**src/rtl/dmem_arb_pkg.sv**
```systemverilog
// dmem_arb_pkg: shared types and defaults for the data-memory arbiter
package dmem_arb_pkg;
  localparam int DMEM_DEPTH_DEF = 64;
  typedef enum logic [1:0] {IDLE, OWN0, OWN1} state_t;
  typedef logic idx_t;
endpackage

```
**src/rtl/dmem_arbiter_if.sv**
```systemverilog
// dmem_arbiter_if: one requester's request/response bundle toward the data-memory arbiter
interface dmem_arbiter_if #(parameter int DATA_W = 32);
  logic              req;
  logic              we;
  logic              lock;
  logic [DATA_W-1:0] addr;
  logic [DATA_W-1:0] wdata;
  logic              gnt;
  logic              rvalid;
  logic              err;
  logic [DATA_W-1:0] rdata;
  modport master (output req, we, lock, addr, wdata, input gnt, rvalid, err, rdata);
  modport slave (input req, we, lock, addr, wdata, output gnt, rvalid, err, rdata);
endinterface

```
**src/rtl/dmem_rr_pick.sv**
```systemverilog
// dmem_rr_pick: two-way round-robin picker; on a tie the port not granted last wins
module dmem_rr_pick import dmem_arb_pkg::*; (
  input  logic [1:0] req,
  input  idx_t       last_grant,
  output logic [1:0] gnt
);
  assign gnt = {req[1] & (~req[0] | ~last_grant), req[0] & (~req[1] | last_grant)};
endmodule

```
**src/rtl/dmem_arbiter.sv**
```systemverilog
// dmem_arbiter: shares single-port dmem between CPU (r0) and loader (r1) with
// round-robin arbitration, bounded locked bursts, range checking and registered read data.
module dmem_arbiter import dmem_arb_pkg::*; #(
  parameter int DATA_W     = 32,
  parameter int DMEM_DEPTH = DMEM_DEPTH_DEF,
  parameter int MAX_BURST  = 4
) (
  input  logic              clk,
  input  logic              reset,
  dmem_arbiter_if.slave     r0,
  dmem_arbiter_if.slave     r1,
  output logic              mem_we,
  output logic [DATA_W-1:0] mem_addr,
  output logic [DATA_W-1:0] mem_wd,
  input  logic [DATA_W-1:0] mem_rd
);
  localparam int CW = MAX_BURST > 1 ? $clog2(MAX_BURST) : 1;
  localparam logic [CW-1:0] CMAX = CW'(MAX_BURST - 1);
  state_t state, state_n;
  idx_t last_grant, owner, g_idx;
  logic [CW-1:0] burst_cnt, burst_n;
  logic [1:0] req, we, lock, oor, rr_gnt, gnt, rvalid_q, err_q;
  logic [1:0][DATA_W-1:0] addr, wdata, rdata_q;
  logic hold, force_over;
  assign req   = {r1.req, r0.req};
  assign we    = {r1.we, r0.we};
  assign lock  = {r1.lock, r0.lock};
  assign addr  = {r1.addr, r0.addr};
  assign wdata = {r1.wdata, r0.wdata};
  assign oor   = {r1.addr >= DATA_W'(DMEM_DEPTH), r0.addr >= DATA_W'(DMEM_DEPTH)};
  assign owner = state == OWN1;
  dmem_rr_pick u_pick (.req(req), .last_grant(last_grant), .gnt(rr_gnt));
  // burst_cnt counts locked beats after the first, so force_over fires after MAX_BURST beats
  always_comb begin
    hold       = state != IDLE && req[owner] && lock[owner];
    force_over = hold && burst_cnt == CMAX && req[~owner];
    gnt        = reset ? 2'b00 : (hold && !force_over) ? (owner ? 2'b10 : 2'b01) : rr_gnt;
    g_idx      = gnt[1];
    mem_we     = |gnt && we[g_idx] && !oor[g_idx];
    mem_addr   = |gnt ? addr[g_idx] : '0;
    mem_wd     = |gnt ? wdata[g_idx] : '0;
    state_n    = (!(|gnt) || !lock[g_idx]) ? IDLE : (g_idx ? OWN1 : OWN0);
    burst_n    = (state_n == IDLE || state_n != state) ? '0 : (burst_cnt == CMAX) ? burst_cnt : burst_cnt + 1'b1;
  end
  always_ff @(posedge clk) begin
    if (reset) begin
      state      <= IDLE;
      last_grant <= 1'b1;
      burst_cnt  <= '0;
      rvalid_q   <= '0;
      err_q      <= '0;
      rdata_q    <= '0;
    end else begin
      state     <= state_n;
      burst_cnt <= burst_n;
      if (|gnt) last_grant <= g_idx;
      for (int i = 0; i < 2; i++) begin
        rvalid_q[i] <= gnt[i] && (!we[i] || oor[i]);
        err_q[i]    <= gnt[i] && oor[i];
        if (gnt[i] && (!we[i] || oor[i])) rdata_q[i] <= oor[i] ? '0 : mem_rd;
      end
    end
  end
  // responses are masked while reset is high so an in-flight read never surfaces
  assign r0.gnt    = gnt[0];
  assign r1.gnt    = gnt[1];
  assign r0.rvalid = rvalid_q[0] & ~reset;
  assign r1.rvalid = rvalid_q[1] & ~reset;
  assign r0.err    = err_q[0] & ~reset;
  assign r1.err    = err_q[1] & ~reset;
  assign r0.rdata  = reset ? '0 : rdata_q[0];
  assign r1.rdata  = reset ? '0 : rdata_q[1];
endmodule
```
**src/flat_wrapper.sv**
```systemverilog
// flat-port wrapper written by rule: the top's interface ports become plain ports
module dmem_arbiter_flat import dmem_arb_pkg::*;
#(
  parameter int DATA_W     = 32,
  parameter int DMEM_DEPTH = DMEM_DEPTH_DEF,
  parameter int MAX_BURST  = 4
)
  (clk, reset, mem_we, mem_addr, mem_wd, mem_rd, r0_req, r0_we, r0_lock, r0_addr, r0_wdata, r0_gnt, r0_rvalid, r0_err, r0_rdata, r1_req, r1_we, r1_lock, r1_addr, r1_wdata, r1_gnt, r1_rvalid, r1_err, r1_rdata);
  dmem_arbiter_if #(.DATA_W(DATA_W)) r0_i ();
  dmem_arbiter_if #(.DATA_W(DATA_W)) r1_i ();
  input  logic clk;
  input  logic reset;
  output logic mem_we;
  output logic [DATA_W-1:0] mem_addr;
  output logic [DATA_W-1:0] mem_wd;
  input  logic [DATA_W-1:0] mem_rd;
  input wire logic [$bits(r0_i.req)-1:0] r0_req;
  input wire logic [$bits(r0_i.we)-1:0] r0_we;
  input wire logic [$bits(r0_i.lock)-1:0] r0_lock;
  input wire logic [$bits(r0_i.addr)-1:0] r0_addr;
  input wire logic [$bits(r0_i.wdata)-1:0] r0_wdata;
  output wire logic [$bits(r0_i.gnt)-1:0] r0_gnt;
  output wire logic [$bits(r0_i.rvalid)-1:0] r0_rvalid;
  output wire logic [$bits(r0_i.err)-1:0] r0_err;
  output wire logic [$bits(r0_i.rdata)-1:0] r0_rdata;
  input wire logic [$bits(r1_i.req)-1:0] r1_req;
  input wire logic [$bits(r1_i.we)-1:0] r1_we;
  input wire logic [$bits(r1_i.lock)-1:0] r1_lock;
  input wire logic [$bits(r1_i.addr)-1:0] r1_addr;
  input wire logic [$bits(r1_i.wdata)-1:0] r1_wdata;
  output wire logic [$bits(r1_i.gnt)-1:0] r1_gnt;
  output wire logic [$bits(r1_i.rvalid)-1:0] r1_rvalid;
  output wire logic [$bits(r1_i.err)-1:0] r1_err;
  output wire logic [$bits(r1_i.rdata)-1:0] r1_rdata;
  assign r0_i.req = r0_req;
  assign r0_i.we = r0_we;
  assign r0_i.lock = r0_lock;
  assign r0_i.addr = r0_addr;
  assign r0_i.wdata = r0_wdata;
  assign r0_gnt = r0_i.gnt;
  assign r0_rvalid = r0_i.rvalid;
  assign r0_err = r0_i.err;
  assign r0_rdata = r0_i.rdata;
  assign r1_i.req = r1_req;
  assign r1_i.we = r1_we;
  assign r1_i.lock = r1_lock;
  assign r1_i.addr = r1_addr;
  assign r1_i.wdata = r1_wdata;
  assign r1_gnt = r1_i.gnt;
  assign r1_rvalid = r1_i.rvalid;
  assign r1_err = r1_i.err;
  assign r1_rdata = r1_i.rdata;
  dmem_arbiter #(.DATA_W(DATA_W), .DMEM_DEPTH(DMEM_DEPTH), .MAX_BURST(MAX_BURST)) u_core (.clk(clk), .reset(reset), .r0(r0_i), .r1(r1_i), .mem_we(mem_we), .mem_addr(mem_addr), .mem_wd(mem_wd), .mem_rd(mem_rd));
endmodule
```
**config.mk**
```make
export PLATFORM = sky130hd
export DESIGN_NAME = dmem_arbiter_flat
export DESIGN_NICKNAME = d
export VERILOG_FILES = /design/src/rtl/dmem_arb_pkg.sv /design/src/rtl/dmem_arbiter_if.sv /design/src/rtl/dmem_rr_pick.sv /design/src/rtl/dmem_arbiter.sv /design/src/flat_wrapper.sv
export SDC_FILE = /design/constraint.sdc
export NUM_CORES = 1
export LEC_CHECK = 0
export CAP_MARGIN = 15
export CORE_AREA = 2 2 118 120
export DETAILED_ROUTE_END_ITERATION = 12
export DIE_AREA = 0 0 120 122
export GPL_TIMING_DRIVEN = 0
export PLACE_DENSITY = 0.75
export SYNTH_ARGS = -nofsm -noshare
export SYNTH_HDL_FRONTEND = slang
export SYNTH_HIERARCHICAL = 1
export SYNTH_SLANG_ARGS = --single-unit
```
**constraint.sdc**
```tcl
create_clock -name clk -period 3 [get_ports clk]
set_input_delay 0.6 -clock clk [delete_from_list [all_inputs] [get_ports clk]]
set_output_delay 0.6 -clock clk [all_outputs]
set_load 0.005 [all_outputs]
```
; ---- After elaboration in Yosys (flattened, before gate mapping)
; Cells that the tools add are included.
[op_classes]
muxes = 27
n_reduce_logical = 25
bitwise_logic = 13
magnitude_cmp = 5
addsub = 1
n_eq_ne = 3
[ops]
columns = cell, n
row1 = two-way mux 32 bit, 10
row2 = greater-or-equal comparator 32 x 7 -> 1 bit (second input constant), 2
row3 = two-way mux 1 bit, 12
row4 = logical AND 1 bit, 11
row5 = two-way mux 2 bit, 5
row6 = AND 1 bit, 6
row7 = zero test 1 bit, 6
row8 = < comparator 1 x 2 -> 1 bit (second input constant), 3
row9 = inverter 1 bit, 5
row10 = == test 2 bit (second input constant), 2
row11 = logical OR 1 bit, 4
row12 = OR reduction 2 bit, 2
row13 = adder 2 x 1 -> 2 bit (second input constant), 1
row14 = zero test 2 bit, 1
row15 = inequality test 2 bit, 1
row16 = bitwise OR 1 bit, 2
row17 = nonzero test 2 bit, 1
[totals]
output_inout_bits = 135
reg_bits = 73
in_bits = 168
wordCells = 81

; ---- Depth between registers and ports, before layout
; Gate-level depths: netlist of run 1.
[logic_depth]
word_depth = 19
depth_mapped = 10
depth_no_buf = 7

; ---- Hierarchy
; Netlist of run 1, hierarchy kept.
[by_module_without_submodules]
columns = module, instances, area_per_inst_um2, cells_each, seq_area_each_um2
row1 = dmem_arbiter, 1, 4090.2, 537, 1461.4
row2 = dmem_rr_pick, 1, 18.8, 3, 0.0

; ---- Worst setup path before layout of run 1
; Ideal clock, no wire load.
[synth_path]
path_kind = input-to-output
from = input port r0_req
to = output port mem_wd[10]
n_path_buf = 3
setup_slack_ns = 0.382
required_ns = 2.400
arrival_time_ns = 2.018
cell_stages = 9
path_cell_list = a21boi_1 and3_1 or3_1 buf_6 inv_2 buf_2 buf_2 nand2_1 a21oi_1
[synth_between]
elab_chain_cells = 13
elab_cells_between_ends = 20
cone_classes = 9 x mux / 4 x bitwise / 7 x reduce/logical
[synth_lines]
columns = element, line
row1 = start: declaration, flat_wrapper.sv:17  ; input wire logic [$bits(r0_i.req)-1:0] r0_req;
row2 = two-way mux 1 bit (implied by the code) (2 in series), dmem_arbiter.sv:35  ; hold = state != IDLE && req[owner] && lock[owner];
row3 = logical AND 1 bit (2 in series), dmem_arbiter.sv:35
row4 = logical AND 1 bit (2 in series), dmem_arbiter.sv:36  ; force_over = hold && burst_cnt == CMAX && req[~owner];
row5 = zero test 1 bit, dmem_arbiter.sv:37  ; gnt = reset ? 2'b00 : (hold && !force_over) ? (owner ? 2'b10 : 2'b01) : rr_gnt;
row6 = logical AND 1 bit, dmem_arbiter.sv:37
row7 = two-way mux 2 bit (*) (2 in series), dmem_arbiter.sv:37
row8 = two-way mux 32 bit (implied by the code) (2 in series), dmem_arbiter.sv:41  ; mem_wd = |gnt ? wdata[g_idx] : '0;
row9 = two-way mux 32 bit (*), dmem_arbiter.sv:41
row10 = end: declaration, flat_wrapper.sv:15  ; output logic [DATA_W-1:0] mem_wd;
; Every way passes the cells marked *; elsewhere a longest branch is shown, timed or not. The select of a mux whose other input is x is not followed.

; ---- Worst setup path after layout of run 1
[layout_path]
from = input port r1_addr[22]
to = output port mem_we
[layout_between]
elab_chain_cells = 5
[layout_lines]
columns = element, line
row1 = start: declaration, flat_wrapper.sv:29  ; input wire logic [$bits(r1_i.addr)-1:0] r1_addr;
row2 = greater-or-equal comparator 32 x 7 -> 1 bit, dmem_arbiter.sv:30  ; assign oor = {r1.addr >= DATA_W'(DMEM_DEPTH), r0.addr >= DATA_W'(DMEM_DEPTH)};
row3 = two-way mux 1 bit (implied by the code) (2 in series), dmem_arbiter.sv:39  ; mem_we = |gnt && we[g_idx] && !oor[g_idx];
row4 = zero test 1 bit, dmem_arbiter.sv:39
row5 = logical AND 1 bit, dmem_arbiter.sv:39
row6 = end: declaration, flat_wrapper.sv:13  ; output logic mem_we;
; Every way passes these cells. The select of a mux whose other input is x is not followed.

==> out/metrics.cfg, run 1 <==
[status]
outcome=complete, no violations

[synthesis]
synthesis.nets=709
postSynthCellCount=540
syn_avg_cell_area_um2=7.61
ys.warnings.count=6
netlist-cell-type-count=37
syn_area_um2=4110
yosysSeqAreaShare_pct=35.6
ys_ff_latch=73

[timing]
fmax_ghz=0.336
hold_violations=0
slew_headroom_pct=47.8
skew_ns=0.00804
min_period_over_period_pct=99.2
setup_viol=0
setup_slack_ns=0.0244
drv_slew=0
min_period_ns=2.98
worst_pin_slew_ns=0.776
rsz0062_at_grt=yes

[drt]
wl_met3_um=1660
wl_per_cell_um=17.4
drc=0
viasPerCell=4.82
first_iter_violations=307
num_vias=5047
antenna_left=0
drt_wl_total_um=18200
wl_met2_um=8900
highest_layer=met4
firstDrtPassIters=5
m1WireLength_um=7270

[floorplan]
initial_core_util_pct=30.4
die_area_um2=14600
num_rows=43
core_um2=13500
die_w_um=120
io_pins=303
die_y_um=122

[final_layout]
area_delta_synth_final_pct=92.0
diodes=0
final_common_cell=clkdlybuf4s50_1
fillers=1274
nNetsFinal=1033
multi_input_area_um2=2420
final_cell_mix=232 x clkdlybuf4s50_1, 160 x nand2_1, 71 x dfxtp_1
drive_gt1_share_pct=16.9
seq_area_um2=1470

[placement]
pre_cts_slack_ns=-1.05
dp_hpwl_um=14100
portBuffers=302
place_congestion=0.890

[critical_path]
critical_path.max_stage_delay_ns=0.49
crit_required_ns=2.40
worstPathArrival_ns=2.38
worstSetupEndpointType=output pin
cpLargestDelayFamily=simple AND/OR/NAND/NOR gates
path_buf_inv=2
startpoint_type=input port
crit_path_top_delay_cell=clkdlybuf4s50_1
cp_cell_sequence=clkdlybuf4s50_1 > nor4_1 > nand4_1 > nor2_4 > nand3_1 > a21oi_2 > buf_2
crit_fanout=4
crit_type=input port to output pin

[flow_run]
maxCapViolCount=0

[clock_network]
ctsLongestPathBuffers=2
tritoncts=built
hold_buffers=0
clock-sinks=73
numCtsBuffers=9
path_clk_slew_ns=0.06
h-tree-depth=3
worstSkewPairLatency_ns=0.32
root_buffer=clkbuf_16

[pwr]
ir_worst_vdd_mv=0.198
p_total_uw=2660
p_leak_uw=0.00347
p_per_area_nw_per_um2=337

[global_route]
grt_pass1_wl_um=26700
track_usage_pct=23.5
grt_overflow=0
grt_max_degree=13
grt_antenna_before_repair=0
grt_pass1_vias=4915

[min_path]
min_path_type=flop to flop

## power breakdown
group / leakage, uW / switching, uW / internal (uW)
Clock: 0.000138 / 393 / 663
Sequential: 0.000590 / 3.75 / 975
Combinational: 0.00274 / 276 / 350
Total: 0.00347 / 672 / 1990
## metal layers
layer,vias up,GRT usage [%]
met5,-,0
met4,0,6.84
met3,32,7.82
met2,211,41.9
met1,2324,26.7
li1,2480,-
## sequential cells by signal, summed over array words and instances (netlist names)
name,count
u_core/burst_cnt,2
u_core/err_q,2
u_core/last_grant,1
u_core/rdata_q,64
u_core/rvalid_q,2
u_core/state,2
## layout make-up
cell class,instances,share of cell area (%)
repair buffers,315,38.0
inverters,38,1.95
multi-input cells,388,30.7
flip-flops and latches,73,18.6
clock inverters,4,0.682
well taps,180,2.85
plain buffers,39,4.15
clock buffers,11,3.08
## worst paths after layout
kind | endpoint | startpoint | cells after the start | slack, ns
setup / recovery | mem_we | r1_addr[22] | 7 | 0.02
hold / removal | u_core/rdata_q[38] | u_core/rdata_q[38] | 2 | 0.46
setup reg to reg | u_core/rdata_q[23] | u_core/burst_cnt[0] | 8 | 0.56
hold reg to reg | u_core/rdata_q[38] | u_core/rdata_q[38] | 2 | 0.46
## worst reg2reg max path, delay by kind of cell (launching register included)
kind / cells / cell delay [ns]
AO/OA/AOI/OAI: 3 / 0.46
adder cells (fa/ha/maj): 1 / 0.17
buffers and inverters: 2 / 0.48
flip-flops: 1 / 0.35
AND/OR/NAND/NOR: 2 / 0.91
## cells in the mapped netlist
cell | n | share of area [%]
buf_2 | 16 | 1.9
dfxtp_1 | 73 | 36
o221ai_1 | 1 | 0.21
or3_1 | 1 | 0.15
buf_1 | 1 | 0.091
nand4_1 | 4 | 0.61
a21oi_2 | 1 | 0.21
a41oi_2 | 1 | 0.40
nor2b_4 | 1 | 0.33
o211ai_1 | 1 | 0.18
nor3b_1 | 1 | 0.18
nor2_1 | 10 | 0.91
nor2b_1 | 37 | 5.6
inv_2 | 1 | 0.091
a22o_1 | 31 | 6.6
a21o_1 | 2 | 0.37
inv_1 | 36 | 3.3
clkinv_1 | 1 | 0.091
clkbuf_1 | 20 | 1.8
o2bb2ai_2 | 30 | 11
nand2_1 | 164 | 15
nand2b_1 | 1 | 0.15
mux2i_1 | 1 | 0.24
xor2_1 | 1 | 0.21
and2_1 | 1 | 0.15
a22oi_1 | 1 | 0.18
nor4_1 | 13 | 2.0
o21ai_0 | 2 | 0.24
buf_6 | 4 | 1.1
nor4_4 | 1 | 0.52
o2bb2ai_1 | 1 | 0.21
nand4b_1 | 1 | 0.21
a21boi_1 | 3 | 0.55
ha_1 | 1 | 0.30
a21oi_1 | 68 | 8.3
nand3_1 | 7 | 0.85
and3_1 | 1 | 0.15
## cell families after synthesis
logic type | share of synthesized area (%)
compound gates | 28.4
simple gates | 26.8
buf+inv | 8.43
fa+ha+maj | 0.304
flops | 35.6
xor+xnor | 0.213
mux | 0.244
## what timing repair did
action / 4_1_cts / 5_1_grt
gates cloned: 1 / 0
hold endpoints to repair: 0 / 0
setup buffers: 9 / 3
pin swaps: 4 / 11
endpoints found under the setup margin: 100 / 67
gates resized for setup: 178 / 64
## per-stage QoR
step / area (um2) / cells / utilization [%] / TNS [ns] / hold WS [ns]
3_3_place_gp: 7360 / 1022 / 54.5 / -65.18 / 0.448
3_5_place_dp: 7360 / 1022 / 54.5 / -68.07 / 0.457
2_1_floorplan: 4110 / 540 / - / 0 / 0.436
5_1_grt: 7890 / 1048 / 58.4 / -0.0908 / 0.482
6_report: 7890 / 1048 / 58.4 / 0 / 0.464
4_1_cts: 7870 / 1047 / 58.3 / -0.298 / 0.465
Power figures use the tool's default switching activity.
==> inputs of run 2 (changes only) <==
--- a/config.mk
+++ b/config.mk
@@ -5,12 +5,14 @@
 export SDC_FILE = /design/constraint.sdc
 export NUM_CORES = 1
 export LEC_CHECK = 0
+export ABC_CLOCK_PERIOD_IN_PS = 3000
 export CAP_MARGIN = 15
-export CORE_AREA = 2 2 118 120
+export CORE_AREA = 2 2 117 119
+export CTS_BUF_LIST = sky130_fd_sc_hd__clkbuf_2 sky130_fd_sc_hd__clkbuf_4 sky130_fd_sc_hd__clkbuf_8
 export DETAILED_ROUTE_END_ITERATION = 12
-export DIE_AREA = 0 0 120 122
+export DIE_AREA = 0 0 119 121
 export GPL_TIMING_DRIVEN = 0
-export PLACE_DENSITY = 0.75
+export PLACE_DENSITY = 0.76
 export SYNTH_ARGS = -nofsm -noshare
 export SYNTH_HDL_FRONTEND = slang
 export SYNTH_HIERARCHICAL = 1
==> run 2 against run 1 <==
Net effect: setup slack gained 0.046 ns; non-clock buffer count grew 2; core utilization grew 1.3 points; sequential power is essentially flat; global-route usage grew 0.061 points; largest cell class unchanged; largest power group unchanged.
==> out/metrics.cfg, run 2 (same netlist as run 1, synthesis figures left out) <==
[status]
outcome=complete, no violations

[final_layout]
area_delta_synth_final_pct=90.3
fillers=1199
final_cell_mix=232 x clkdlybuf4s50_1, 163 x nand2_1, 71 x dfxtp_1
largest_reg_flops=64
final_common_cell=clkdlybuf4s50_1
largest-register=u_core/rdata_q
drive_gt1_share_pct=17.5
nNetsFinal=1035
postLayoutCoreUtil_pct=59.8
fin_cells=1048

[timing]
fmax_ghz=0.341
setup_viol=0
min_period_ns=2.93
min_period_over_period_pct=97.7
worst_pin_slew_ns=0.645
skew_ns=0.00988
slew_headroom_pct=56.6
hold_violations=0
drv_slew=0
final.setup.tns_ns=0

[floorplan]
die_y_um=121
num_rows=42
core_um2=13100
initial_core_util_pct=31.4
die_w_um=119
die_area_um2=14400
io_pins=303

[clock_network]
tritoncts=built
worstSkewPairLatency_ns=0.34
root_buffer=clkbuf_8
numCtsBuffers=9
path_clk_slew_ns=0.08
h-tree-depth=3
hold_buffers=0
clock-sinks=73
ctsLongestPathBuffers=2

[global_route]
grt_pass1_wl_um=26700
grt_overflow=0
grt_pass1_vias=4919
grt_antenna_before_repair=2
grt_max_degree=14
track_usage_pct=23.6

[critical_path]
crit_fanout=10
crit_required_ns=2.40
crit_type=input port to output pin
reg2reg_from=u_core/last_grant
worstPathArrival_ns=2.33
r2r-end=u_core/rdata_q[0]
startpoint_type=input port
rrSetupSlack_ns=0.71
rr_worst_depth=7
worstSetupEndpointType=output pin
startpoint=r1_req

[drt]
firstDrtPassIters=6
first_iter_violations=228
antenna_left=0
wl_per_cell_um=16.8
num_vias=5006
drt_wl_total_um=17600
drc=0
viasPerCell=4.78

[placement]
dp.cells=1018
place_congestion=0.912
dp_hpwl_um=13800
portBuffers=302

[pwr]
p_total_uw=2610
ir_worst_vdd_mv=0.211
p_leak_uw=0.00345
p_per_area_nw_per_um2=334

[flow_run]
maxCapViolCount=0

[min_path]
min_path_type=flop to flop
hold_depth=2
min-delay-start=u_core/rdata_q[61]
hold_path_end=u_core/rdata_q[61]

run 2: cell count changes in the layout (fill, tap and decap cells not counted), sizes merged:
cell / delta
inv: +2
buf: +7
clkdlybuf4s15: -1
diode: +1
bufinv: +3
dlygate4sd2: -5
clkinvlp: -3
run 2: how the worst max path moves through the flow:
stage,endpoint,slack (ns)
3_3_place_gp,mem_wd[4],-1.05
2_1_floorplan,mem_wd[10],0.38
4_1_cts,mem_we,-0.006
5_1_grt,mem_we,-0.009
6_report,mem_addr[12],0.07
3_5_place_dp,mem_wd[12],-1.04
run 2: worst max-delay path: stages:
cell	delay, ns
clkdlybuf4s15_2	0.25
a21boi_4	0.08
and3_4	0.20
or3_4	0.44
buf_4	0.18
clkbuf_8	0.16
nand2_1	0.08
a21oi_1	0.06
dlygate4sd2_1	0.28
run 2: metal layers:
layer / wire, um / GRT usage (%) / up-vias
li1: - / - / 2485
met1: 7670 / 29.4 / 2314
met2: 8510 / 40.3 / 180
met3: 1080 / 6.06 / 25
met4: 329 / 6.47 / 2
met5: 13 / 0 / -
run 2: metrics by stage:
step                      instance area (um2)  worst slack (ns)  hold WS (ns)
final                                    7820            0.0701         0.467
after global placement                   7350             -1.05         0.448
after detailed placement                 7350             -1.04         0.458
after CTS                                7780          -0.00567         0.469
after floorplan                          4110             0.382         0.436
after global routing                     7820          -0.00916         0.485
run 2: power breakdown:
part / switching (uW) / internal, uW
Clock: 375 / 652
Combinational: 263 / 343
Sequential: 2.95 / 974
Total: 641 / 1970
run 2: area by class of cell:
type,count,area (um2),share of cell area (%)
Sequential cell,73,1460,18.7
Tap cell,176,220,2.82
Multi-Input combinational cell,388,2410,30.8
Timing Repair Buffer,316,2970,37.9
Inverter,38,150,1.92
Clock buffer,10,131,1.68
Clock inverter,6,138,1.76
Antenna cell,1,2.50,0.0320
Buffer,40,342,4.37
run 2: what timing repair did:
action	CTS	global route
endpoints found under the hold margin	0	0
resized for setup	196	53
setup endpoints to repair	96	75
pin swaps	5	11
cloned	1	1
setup buffers	7	5
==> inputs of run 3 (changes only) <==
--- a/config.mk
+++ b/config.mk
@@ -11,6 +11,7 @@
 export CTS_BUF_LIST = sky130_fd_sc_hd__clkbuf_2 sky130_fd_sc_hd__clkbuf_4 sky130_fd_sc_hd__clkbuf_8
 export DETAILED_ROUTE_END_ITERATION = 12
 export DIE_AREA = 0 0 119 121
+export GPL_ROUTABILITY_DRIVEN = 0
 export GPL_TIMING_DRIVEN = 0
 export PLACE_DENSITY = 0.76
 export SYNTH_ARGS = -nofsm -noshare
==> results of run 3 <==
Same layout as run 2: the final DEF is identical, and so are final timing and power.
